--- src/rtl/filter_pkg.sv ---
// Shared types for the multichannel resonant filter: mode and FSM encodings,
// per-channel state record and a width-generic saturating clamp.
package filter_pkg;

   localparam int FILT_STATE_W = 32;
   localparam int FILT_COEF_W  = 16;

   typedef enum logic [1:0] {
      FILT_LP = 2'd0,
      FILT_BP = 2'd1,
      FILT_HP = 2'd2
   } filt_mode_t;

   typedef enum logic [1:0] {
      ST_IDLE = 2'd0,
      ST_MUL  = 2'd1,
      ST_ACC  = 2'd2
   } filt_state_t;

   typedef struct packed {
      logic signed [FILT_STATE_W-1:0] z1;
      logic signed [FILT_STATE_W-1:0] z2;
   } chan_state_t;

   // Clamp a sign-extended value into the signed range of w bits (w <= 63).
   function automatic logic signed [63:0] saturate(input logic signed [63:0] v, input int w);
      logic signed [63:0] hi;
      logic signed [63:0] lo;
      hi = (64'sd1 <<< (w - 1)) - 64'sd1;
      lo = -(64'sd1 <<< (w - 1));
      if (v > hi) return hi;
      if (v < lo) return lo;
      return v;
   endfunction

endpackage

--- src/rtl/filter_state_bank.sv ---
// Per-channel {z1, z2} register bank: one combinational read port, one write
// port, single-channel clear and synchronous clear-all on reset.
module filter_state_bank
   import filter_pkg::*;
#(
   parameter int N_CHANNELS = 16
) (
   input  logic                          clock,
   input  logic                          reset,
   input  logic [$clog2(N_CHANNELS)-1:0] rd_addr,
   output chan_state_t                   rd_data,
   input  logic                          wr_en,
   input  logic [$clog2(N_CHANNELS)-1:0] wr_addr,
   input  chan_state_t                   wr_data,
   input  logic                          clr_en,
   input  logic [$clog2(N_CHANNELS)-1:0] clr_addr
);

   chan_state_t bank [N_CHANNELS];

   always_ff @(posedge clock) begin
      if (reset) begin
         for (int i = 0; i < N_CHANNELS; i++) bank[i] <= '0;
      end else begin
         if (clr_en) bank[clr_addr] <= '0;
         if (wr_en)  bank[wr_addr]  <= wr_data;
      end
   end

   assign rd_data = bank[rd_addr];

endmodule

--- src/rtl/multichannel_resonant_filter.sv ---
// Time-multiplexed resonant filter (LP/BP/HP) shared by N_CHANNELS voices.
// Optional per-channel state clear port: define FILTER_CHANNEL_CLEAR_EN.
//
// state   | meaning
// ST_IDLE | in_ready high; accept latches operands and the channel's z1/z2
// ST_MUL  | coefficient and input products formed, registered at exit
// ST_ACC  | accumulate/saturate, write z1/z2 back, register output strobe
module multichannel_resonant_filter
   import filter_pkg::*;
#(
   parameter int N_CHANNELS = 16,
   parameter int SAMPLE_W   = 16,
   parameter int STATE_W    = FILT_STATE_W,
   parameter int Q_W        = 8
) (
   input  logic                          clock,
   input  logic                          reset,
   input  logic                          in_valid,
   output logic                          in_ready,
   input  logic [$clog2(N_CHANNELS)-1:0] in_channel,
   input  logic [SAMPLE_W-1:0]           in_sample,
   input  logic [SAMPLE_W-1:0]           in_sine,
   input  logic [Q_W-1:0]                cfg_q,
   input  logic                          cfg_on,
   input  logic [1:0]                    cfg_mode,
`ifdef FILTER_CHANNEL_CLEAR_EN
   input  logic                          clear_valid,
   input  logic [$clog2(N_CHANNELS)-1:0] clear_channel,
`endif
   output logic                          out_valid,
   output logic [$clog2(N_CHANNELS)-1:0] out_channel,
   output logic [SAMPLE_W-1:0]           out_sample
);

   localparam int CH_W = $clog2(N_CHANNELS);
   localparam int D_W  = FILT_COEF_W;
   localparam int CP_W = SAMPLE_W + Q_W + 1;
   localparam int XW   = STATE_W + 2;
   localparam int HW   = SAMPLE_W + 1;

   filt_state_t                 state;
   logic [CH_W-1:0]             ch_r;
   logic signed [SAMPLE_W-1:0]  x_r;
   logic signed [SAMPLE_W-1:0]  sine_r;
   logic [Q_W-1:0]              q_r;
   logic                        on_r;
   logic [1:0]                  mode_r;
   logic signed [STATE_W-1:0]   z1_r;
   logic signed [STATE_W-1:0]   z2_r;
   logic [D_W-1:0]              d_r;
   logic signed [SAMPLE_W-1:0]  c_r;
   logic signed [STATE_W-1:0]   xk_r;
   logic signed [STATE_W-1:0]   xd_r;

   logic                        accept;
   logic                        clr_en;
   logic [CH_W-1:0]             clr_addr;
   logic                        clr_hit;
   chan_state_t                 rd_state;
   chan_state_t                 wr_state;
   logic                        wr_en;

   assign in_ready = (state == ST_IDLE) && !reset;
   assign accept   = in_valid && in_ready;

`ifdef FILTER_CHANNEL_CLEAR_EN
   assign clr_en   = clear_valid && (state == ST_IDLE);
   assign clr_addr = clear_channel;
`else
   assign clr_en   = 1'b0;
   assign clr_addr = '0;
`endif
   // A clear landing on the channel being accepted must be seen by that sample.
   assign clr_hit = clr_en && (clr_addr == in_channel);

   // MUL stage: coefficients and input products
   logic [D_W-1:0]             q_ext;
   logic [D_W-1:0]             d_c;
   logic [D_W-1:0]             k_c;
   logic signed [Q_W:0]        q_s;
   logic signed [CP_W-1:0]     c_prod;
   logic signed [SAMPLE_W-1:0] c_c;
   logic signed [D_W:0]        k_s;
   logic signed [D_W:0]        d_s;
   logic signed [STATE_W-1:0]  xk_c;
   logic signed [STATE_W-1:0]  xd_c;

   always_comb begin
      q_ext  = D_W'(q_r);
      d_c    = q_ext * q_ext;
      k_c    = (~d_c) >> 1;
      q_s    = signed'({1'b0, q_r});
      c_prod = CP_W'(sine_r) * CP_W'(q_s);
      c_c    = SAMPLE_W'(c_prod >>> Q_W);
      k_s    = signed'({1'b0, k_c});
      d_s    = signed'({1'b0, d_c});
      xk_c   = STATE_W'(x_r) * STATE_W'(k_s);
      xd_c   = STATE_W'(x_r) * STATE_W'(d_s);
   end

   // ACC stage: sums are formed two bits wide so the clamp never sees a wrap
   logic signed [D_W:0]        d_rs;
   logic signed [XW-1:0]       y_sum;
   logic signed [STATE_W-1:0]  y_c;
   logic signed [SAMPLE_W-1:0] yh;
   logic signed [STATE_W-1:0]  cy;
   logic signed [XW-1:0]       z1_sum;
   logic signed [XW-1:0]       yd;
   logic signed [XW-1:0]       z2_sum;
   logic signed [STATE_W-1:0]  z1_n;
   logic signed [STATE_W-1:0]  z2_n;
   logic signed [HW-1:0]       hp_sum;
   logic signed [SAMPLE_W-1:0] hp_c;
   logic signed [SAMPLE_W-1:0] res;

   always_comb begin
      d_rs   = signed'({1'b0, d_r});
      y_sum  = XW'(z1_r) + XW'(xk_r);
      y_c    = STATE_W'(saturate(64'(y_sum), STATE_W));
      yh     = SAMPLE_W'(y_c >>> (STATE_W - SAMPLE_W));
      cy     = STATE_W'(c_r) * STATE_W'(yh);
      z1_sum = XW'(z2_r) + (XW'(cy) <<< 1);
      z1_n   = STATE_W'(saturate(64'(z1_sum), STATE_W));
      yd     = XW'(yh) * XW'(d_rs);
      z2_sum = XW'(xd_r) - yd;
      z2_n   = STATE_W'(saturate(64'(z2_sum), STATE_W));
      hp_sum = HW'(x_r) - HW'(yh);
      hp_c   = SAMPLE_W'(saturate(64'(hp_sum), SAMPLE_W));
      case (mode_r)
         FILT_BP: res = SAMPLE_W'(z1_n >>> (STATE_W - SAMPLE_W));
         FILT_HP: res = hp_c;
         default: res = yh;
      endcase
   end

   assign wr_en       = (state == ST_ACC) && on_r;
   assign wr_state.z1 = z1_n;
   assign wr_state.z2 = z2_n;

   filter_state_bank #(
      .N_CHANNELS (N_CHANNELS)
   ) u_bank (
      .clock    (clock),
      .reset    (reset),
      .rd_addr  (in_channel),
      .rd_data  (rd_state),
      .wr_en    (wr_en),
      .wr_addr  (ch_r),
      .wr_data  (wr_state),
      .clr_en   (clr_en),
      .clr_addr (clr_addr)
   );

   always_ff @(posedge clock) begin
      if (reset) begin
         state       <= ST_IDLE;
         out_valid   <= 1'b0;
         out_sample  <= '0;
         out_channel <= '0;
         ch_r        <= '0;
         x_r         <= '0;
         sine_r      <= '0;
         q_r         <= '0;
         on_r        <= 1'b0;
         mode_r      <= '0;
         z1_r        <= '0;
         z2_r        <= '0;
         d_r         <= '0;
         c_r         <= '0;
         xk_r        <= '0;
         xd_r        <= '0;
      end else begin
         out_valid <= 1'b0;
         case (state)
            ST_IDLE: begin
               if (accept) begin
                  ch_r   <= in_channel;
                  x_r    <= in_sample;
                  sine_r <= in_sine;
                  q_r    <= cfg_q;
                  on_r   <= cfg_on;
                  mode_r <= cfg_mode;
                  z1_r   <= clr_hit ? '0 : rd_state.z1;
                  z2_r   <= clr_hit ? '0 : rd_state.z2;
                  state  <= ST_MUL;
               end
            end
            ST_MUL: begin
               d_r   <= d_c;
               c_r   <= c_c;
               xk_r  <= xk_c;
               xd_r  <= xd_c;
               state <= ST_ACC;
            end
            ST_ACC: begin
               out_valid   <= 1'b1;
               out_channel <= ch_r;
               out_sample  <= on_r ? res : x_r;
               state       <= ST_IDLE;
            end
            default: state <= ST_IDLE;
         endcase
      end
   end

endmodule

--- config.mk ---
export PLATFORM = sky130hd
export DESIGN_NAME = multichannel_resonant_filter
export DESIGN_NICKNAME = d
export VERILOG_FILES = /design/src/rtl/filter_pkg.sv /design/src/rtl/filter_state_bank.sv /design/src/rtl/multichannel_resonant_filter.sv
export SDC_FILE = /design/constraint.sdc
export NUM_CORES = 2
export LEC_CHECK = 0
export CORE_MARGIN = 2
export CORE_UTILIZATION = 60
export CTS_CLUSTER_SIZE = 24
export DETAILED_ROUTE_END_ITERATION = 7
export PLACE_DENSITY = 0.83
export SLEW_MARGIN = 20
export SYNTH_ARGS = -nofsm -noshare
export SYNTH_HDL_FRONTEND = slang
export SYNTH_SLANG_ARGS = --single-unit
--- constraint.sdc ---
create_clock -name clock -period 15.3 [get_ports clock]
set_input_delay 3.06 -clock clock [delete_from_list [all_inputs] [get_ports clock]]
set_output_delay 3.06 -clock clock [all_outputs]
set_load 0.03 [all_outputs]
# Word-level counts from Yosys, hierarchy flattened
# Memories as Yosys holds them, arrays and structs flattened. A register that Yosys moved wholly into a read port is not among the register bits.
# Index checks and enable logic that the tools add are counted.
[classes] add_sub_neg=4 eq_ne=5 bitwise=1 order_cmp=8 multipliers=6 mux=41 n_reduce_logical=7
[op_table] op="32-bit 2-to-1 mux" count=12
[op_table] op="16-bit 2-to-1 mux" count=5
[op_table] op="34-bit by 32-bit > comparator with 1-bit output (second input constant)" count=2
[op_table] op="34-bit by 32-bit < comparator with 1-bit output (second input constant)" count=2
[op_table] op="16-bit by 16-bit multiplier with 32-bit output" count=2
[op_table] op="64-bit 2-to-1 mux" count=1
[op_table] op="64-bit OR reduction" count=1
[op_table] op="32-bit by 33-bit adder with 34-bit output" count=1
[op_table] op="32-bit by 33-bit subtractor with 34-bit output" count=1
[op_table] op="32-bit by 32-bit adder with 33-bit output" count=1
[op_table] op="33-bit by 32-bit > comparator with 1-bit output (second input constant)" count=1
[op_table] op="33-bit by 32-bit < comparator with 1-bit output (second input constant)" count=1
[op_table] op="16-bit by 17-bit multiplier with 33-bit output" count=1
[op_table] op="16-bit by 17-bit multiplier with 32-bit output" count=1
[op_table] op="16-bit case mux with 2 select lines" count=1
[op_table] op="16-bit by 9-bit multiplier with 24-bit output" count=1
[op_table] op="1-bit 2-to-1 mux" count=19
[op_table] op="17-bit by 16-bit > comparator with 1-bit output (second input constant)" count=1
[op_table] op="17-bit by 16-bit < comparator with 1-bit output (second input constant)" count=1
[op_table] op="16-bit by 16-bit subtractor with 17-bit output" count=1
[op_table] op="8-bit by 8-bit multiplier with 16-bit output" count=1
[op_table] op="16-bit NOT" count=1
[op_table] op="2-bit by 1-bit == test with 1-bit output (second input constant)" count=2
[op_table] op="2-bit == test (second input constant)" count=2
[op_table] op="other kinds (8)" count=10
[word_totals] out_inout_bits=22 elab_cells=87 mem_count=1 register_bits=166 ram_bits=1024 inputBits=50
[mem_list] name="u_bank.bank" depth=16 word_bits=64 rd=1 rd_ports_with_merged_regs=1 write_ports=16 line="filter_state_bank.sv:19" rtl="chan_state_t bank [N_CHANNELS];"

# Logic depth before layout (Yosys ltp)
[depth] word_depth=15 depth_mapped=55 ltp_nobuf=52

# Cells and area by module
# From an unflattened synthesis, not the netlist that was laid out.
[hier_totals] cells_unflattened=9311 hier_area_um2=100954.3
[by_module_without_submodules] module="multichannel_resonant_filter" cells_per_inst=6487 seq_area_each_um2=4584.4 area_each_um2=55290.5 n_inst=1
[by_module_without_submodules] module="filter_state_bank" cells_per_inst=2824 seq_area_each_um2=30749.5 area_each_um2=45663.8 n_inst=1

# Worst setup path before layout
# Ideal clock, no wire load.
[synth_path] path_kind="register -> register" from="register z1_r[20]" to="memory u_bank.bank[1][57] (netlist name), data pin" t_arrival_ps=11345 setup_ps=266 n_path_buf=7 t_required_ps=15034 path_stages_with_launch=48 path_slack_ps=3689 synth_period_minus_slack_ps=11611 cell_sequence="dfxtp_1 -> ha_1 -> buf_6 -> a21oi_4 -> o211ai_1 -> a221o_1 -> or3b_1 -> o21ai_4 -> inv_1 -> nor2_1 -> clkbuf_1 -> a21oi_1 -> clkbuf_1 -> and2_1 -> fa_1 -> inv_1 -> fa_1 -> fa_1 -> [12 not listed] -> a41oi_1 -> a211o_1 -> o21ai_0 -> o41a_1 -> a21oi_1 -> xnor2_1 -> ha_1 -> clkbuf_1 -> and3_1 -> a221oi_1 -> nor2b_1 -> or4_1 -> a31o_2 -> clkbuf_1 -> clkbuf_1 -> a21oi_1 -> clkbuf_1 -> nor2_1"
[synth_lines] item="start, declared" line="multichannel_resonant_filter.sv:48" rtl="logic signed [STATE_W-1:0] z1_r;"
[synth_lines] item="start signal, assigned" line="multichannel_resonant_filter.sv:183" rtl="z1_r <= clr_hit ? '0 : rd_state.z1;"
[synth_lines] item="end, declared" line="filter_state_bank.sv:19"

# Final worst setup path
[layout_path] from="register z1_r[0]" to="register out_sample[6]"
[layout_via] elab_chain_cells=15 word_cells_on_any_way=30 cone_classes="add/sub: 3; mul: 1; order compare: 6; mux: 20"
[layout_rtl] item="32-bit by 32-bit adder with 33-bit output (*)" line="multichannel_resonant_filter.sv:118" rtl="y_sum = XW'(z1_r) + XW'(xk_r);"
[layout_rtl] item="33-bit by 32-bit < comparator with 1-bit output" line="filter_pkg.sv:32" rtl="if (v < lo) return lo;"
[layout_rtl] item="1-bit 2-to-1 mux (2 in a row)" line="filter_pkg.sv:32"
[layout_rtl] item="32-bit 2-to-1 mux" line="filter_pkg.sv:33" rtl="return v;"
[layout_rtl] item="32-bit 2-to-1 mux (*)" line="filter_pkg.sv:32"
[layout_rtl] item="16-bit by 16-bit multiplier with 32-bit output" line="multichannel_resonant_filter.sv:121" rtl="cy = STATE_W'(c_r) * STATE_W'(yh);"
[layout_rtl] item="32-bit by 33-bit adder with 34-bit output" line="multichannel_resonant_filter.sv:122" rtl="z1_sum = XW'(z2_r) + (XW'(cy) <<< 1);"
[layout_rtl] item="34-bit by 32-bit < comparator with 1-bit output" line="filter_pkg.sv:32"
[layout_rtl] item="1-bit 2-to-1 mux (2 in a row)" line="filter_pkg.sv:32"
[layout_rtl] item="32-bit 2-to-1 mux" line="filter_pkg.sv:33"
[layout_rtl] item="32-bit 2-to-1 mux" line="filter_pkg.sv:32"
[layout_rtl] item="16-bit case mux with 2 select lines (*)" line="multichannel_resonant_filter.sv:129" rtl="case (mode_r)"
[layout_rtl] item="16-bit 2-to-1 mux (*)" line="multichannel_resonant_filter.sv:198" rtl="out_sample <= on_r ? res : x_r;"
[layout_rtl] item="end signal, assigned" line="multichannel_resonant_filter.sv:198"
[layout_rtl] item="end, declared" line="multichannel_resonant_filter.sv:32" rtl="output logic [SAMPLE_W-1:0] out_sample"
# Every way passes the cells marked *; elsewhere a longest branch is shown, timed or not. The select of a mux whose other input is x is not followed.
# A chain may end at the register's enable or synchronous reset.

==> key figures <==
Outcome
  – Status: finished clean

Run
  – Max-cap viol count: 0

Timing
  – Setup TNS: 0 ns
  – Highest clock rate: approximately 71 MHz
  – Clk_skew: roughly 0.074 ns
  – Period utilization: between 90 and 100%
  – Final setup fails: 0
  – Final min period: around 14 ns
  – RSZ-0062 raised after global routing: no
  – Relative slew margins: a little under an eighth
  – Final hold slack: approximately 0.46 ns
  – Slew of the pin with the lowest slew margin: 1.31 ns
  – Final worst slack: 1.16 ns
  – Final hold viol count: 0
  – Pins Over Slew Limit: 0

Global route
  – First-pass GRT wire length: around 470000 µm
  – Vias in the first global route: 77802
  – Largest net degree at the start of global routing: around 240
  – Remaining global-route overflow: 0
  – Total track usage: roughly 37%
  – Antenna violations before repair: 2

Detailed routing
  – Max Used Layer: met5
  – Final WL: roughly 310000 µm
  – Routed wl met3: roughly 42000 µm
  – DR iter-0 viols: about 10000
  – Drt drc: 0
  – Vias: between 70000 and 80000
  – Wire length per cell: about 27 µm
  – Post-Route M1 WL: around 110000 µm
  – First-pass detailed-route iteration total: 8
  – Met2 wire len: about 140000 µm
  – Post-DRT Antenna Nets: 0
  – Vias per Instance: 6.56

Synthesis
  – Cell taking the most area after synthesis: edfxtp_1
  – Primary FF master, synth: edfxtp_1
  – Avg Inst Size Synth: 10.9 µm²
  – Synthesized cell area: about 0.1 mm²
  – Post-synth EDFFs: 1024
  – Synth area leaders: edfxtp_1, fa_1, ha_1, mux4_2, inv_1
  – Number of synthesized register bits: between 1000 and 1500
  – Unique masters post-synth: 94
  – Top cell type's share of synthesized area: a little under a third
  – Ys Warns: 0
  – Cells after Synth: slightly above 9000
  – Sequential element share of the synthesized area: between 30% and 40%
  – Ys async rst share: 0%

Floorplanning
  – Die Y: between 400 and 500 µm
  – Die Wd: 414 µm
  – Core Footprint: between 0.15 and 0.2 mm²
  – # IOs: 72
  – Die area: approximately 0.17 mm²
  – Starting Density: roughly three fifths
  – Total number of placement rows: 150

Worst setup path
  – Crit path DAT: 14.85 ns
  – Setup crit start kind: flop
  – CP most frequent cell: fa_1
  – Worst-path fanout max: 31
  – Slowest CP cell: a21oi_2
  – Worst Path Required: 16.01 ns
  – Slowest stage delay, CP: approximately 0.91 ns
  – Worst setup EP type: flop
  – Setup Crit Path Kind: flop to flop

Finish
  – Multi-input logic area: between 0.05 and 0.06 mm²
  – Fraction of layout cells with a size suffix above 1: under 10%
  – Fin nets: roughly 11000
  – Fill count: around 12000
  – Commonest non-fill, non-tap cell in the layout: inv_1
  – Register Area: about 0.035 mm²
  – Most frequent cells in the layout: inv_1, fa_1, edfxtp_1, nand2_1, nor2_1
  – Area grow syn2layout: 6.73%
  – Cell Count, Final, Fillers Out: 11298

Clocking
  – Postcts setup bufs: 0
  – CTS H-tree depth: 4
  – Number of hold-repair buffers added at the cts stage: 0
  – Post-CTS sizing: 0
  – Clk pin slew, worst setup/hold paths: about 0.060 ns
  – CTS tree: yes
  – CTS buffer count: approximately 130
  – Worst-case clock buffer depth: 3
  – Clk root buf: clkbuf_16
  – Clk sinks: between 1000 and 1500
  – Skew-Pair Late Insertion Delay: between 0.8 and 0.9 ns

Hold path
  – Worst Hold Class: flop to flop

Place
  – Gpl congestion: approximately 0.98
  – HPWL after DPL: 198000 µm
  – Placed Instances: approximately 11000
  – Setup slack at placement: 1.56 ns
  – I/O Buffers: slightly above 70
state kept, by name, summed over array words and instances (netlist names):
signal       cells
ch_r             4
c_r             16
u_bank.bank   1024
z2_r            32
q_r              8
z1_r            32
xd_r            32
xk_r            32
mode_r           2
sine_r          16
out_channel      4
on_r             1
out_sample      16
out_valid        1
d_r             15
state            2
x_r             16
cell usage after synthesis (all sizes together) (127+ instances only):
| library cell | n |
|---|---|
| a21oi | 341 |
| and2 | 426 |
| buf | 127 |
| clkbuf | 528 |
| dfxtp | 229 |
| edfxtp | 1024 |
| fa | 1042 |
| ha | 563 |
| inv | 1286 |
| mux4 | 308 |
| nand2 | 934 |
| nor2 | 849 |
| o31ai | 502 |
| xnor2 | 150 |
worst paths after layout:
kind / startpoint / slack, ns / depth (start not counted) / endpoint
max: z1_r[0] / 1.16 / 42 / out_sample[6]
min: xk_r[16] / 0.46 / 2 / xk_r[16]
max reg2reg: z1_r[0] / 1.16 / 42 / out_sample[6]
min reg2reg: xk_r[16] / 0.46 / 2 / xk_r[16]
metal layers:
metal  up-vias  track usage, %
met2      5793            57.6
met3      1390            10.8
met5         -               0
met4         4            22.2
li1      30418               -
met1     36462            45.9
final cells by class:
cell class                 instances  area share, %
clock buffer                     172           3.30
tap                             2204           2.56
clock inverter                    67          0.633
multi-input combinational       6066           54.2
antenna                            2        0.00465
sequential                      1253           32.9
timing repair buffer             245           1.92
inverter                        1289           4.50
cell families after synthesis:
logic type      after synthesis  share of synthesized area [%]
buf+inv                    1944                           7.68
simple gates               2649                           12.0
xor+xnor                    209                           1.82
compound gates             1253                           8.57
flops                      1253                           35.1
fa+ha+maj                  1606                           27.7
other cells                   2                        0.00745
mux                         335                           7.17
critical path: cells and delay by family, from the launching register on:
kind,cells,cell delay [ns]
compound gates,17,5.62
fa+ha+maj,10,4.30
simple gates,9,2.30
buf+inv,5,0.99
xor+xnor,1,0.36
flops,1,0.35
per-stage QoR:
stage	instance area (µm²)	utilization, %
floorplan	101000	-
global placement	103000	61.8
detailed placement	103000	61.8
CTS	107000	64.3
global route	108000	64.4
finish	108000	64.4
Power is left out: the tool's default activity adds up to more than one toggle a clock period on the data nets, which glitch-free logic cannot reach.
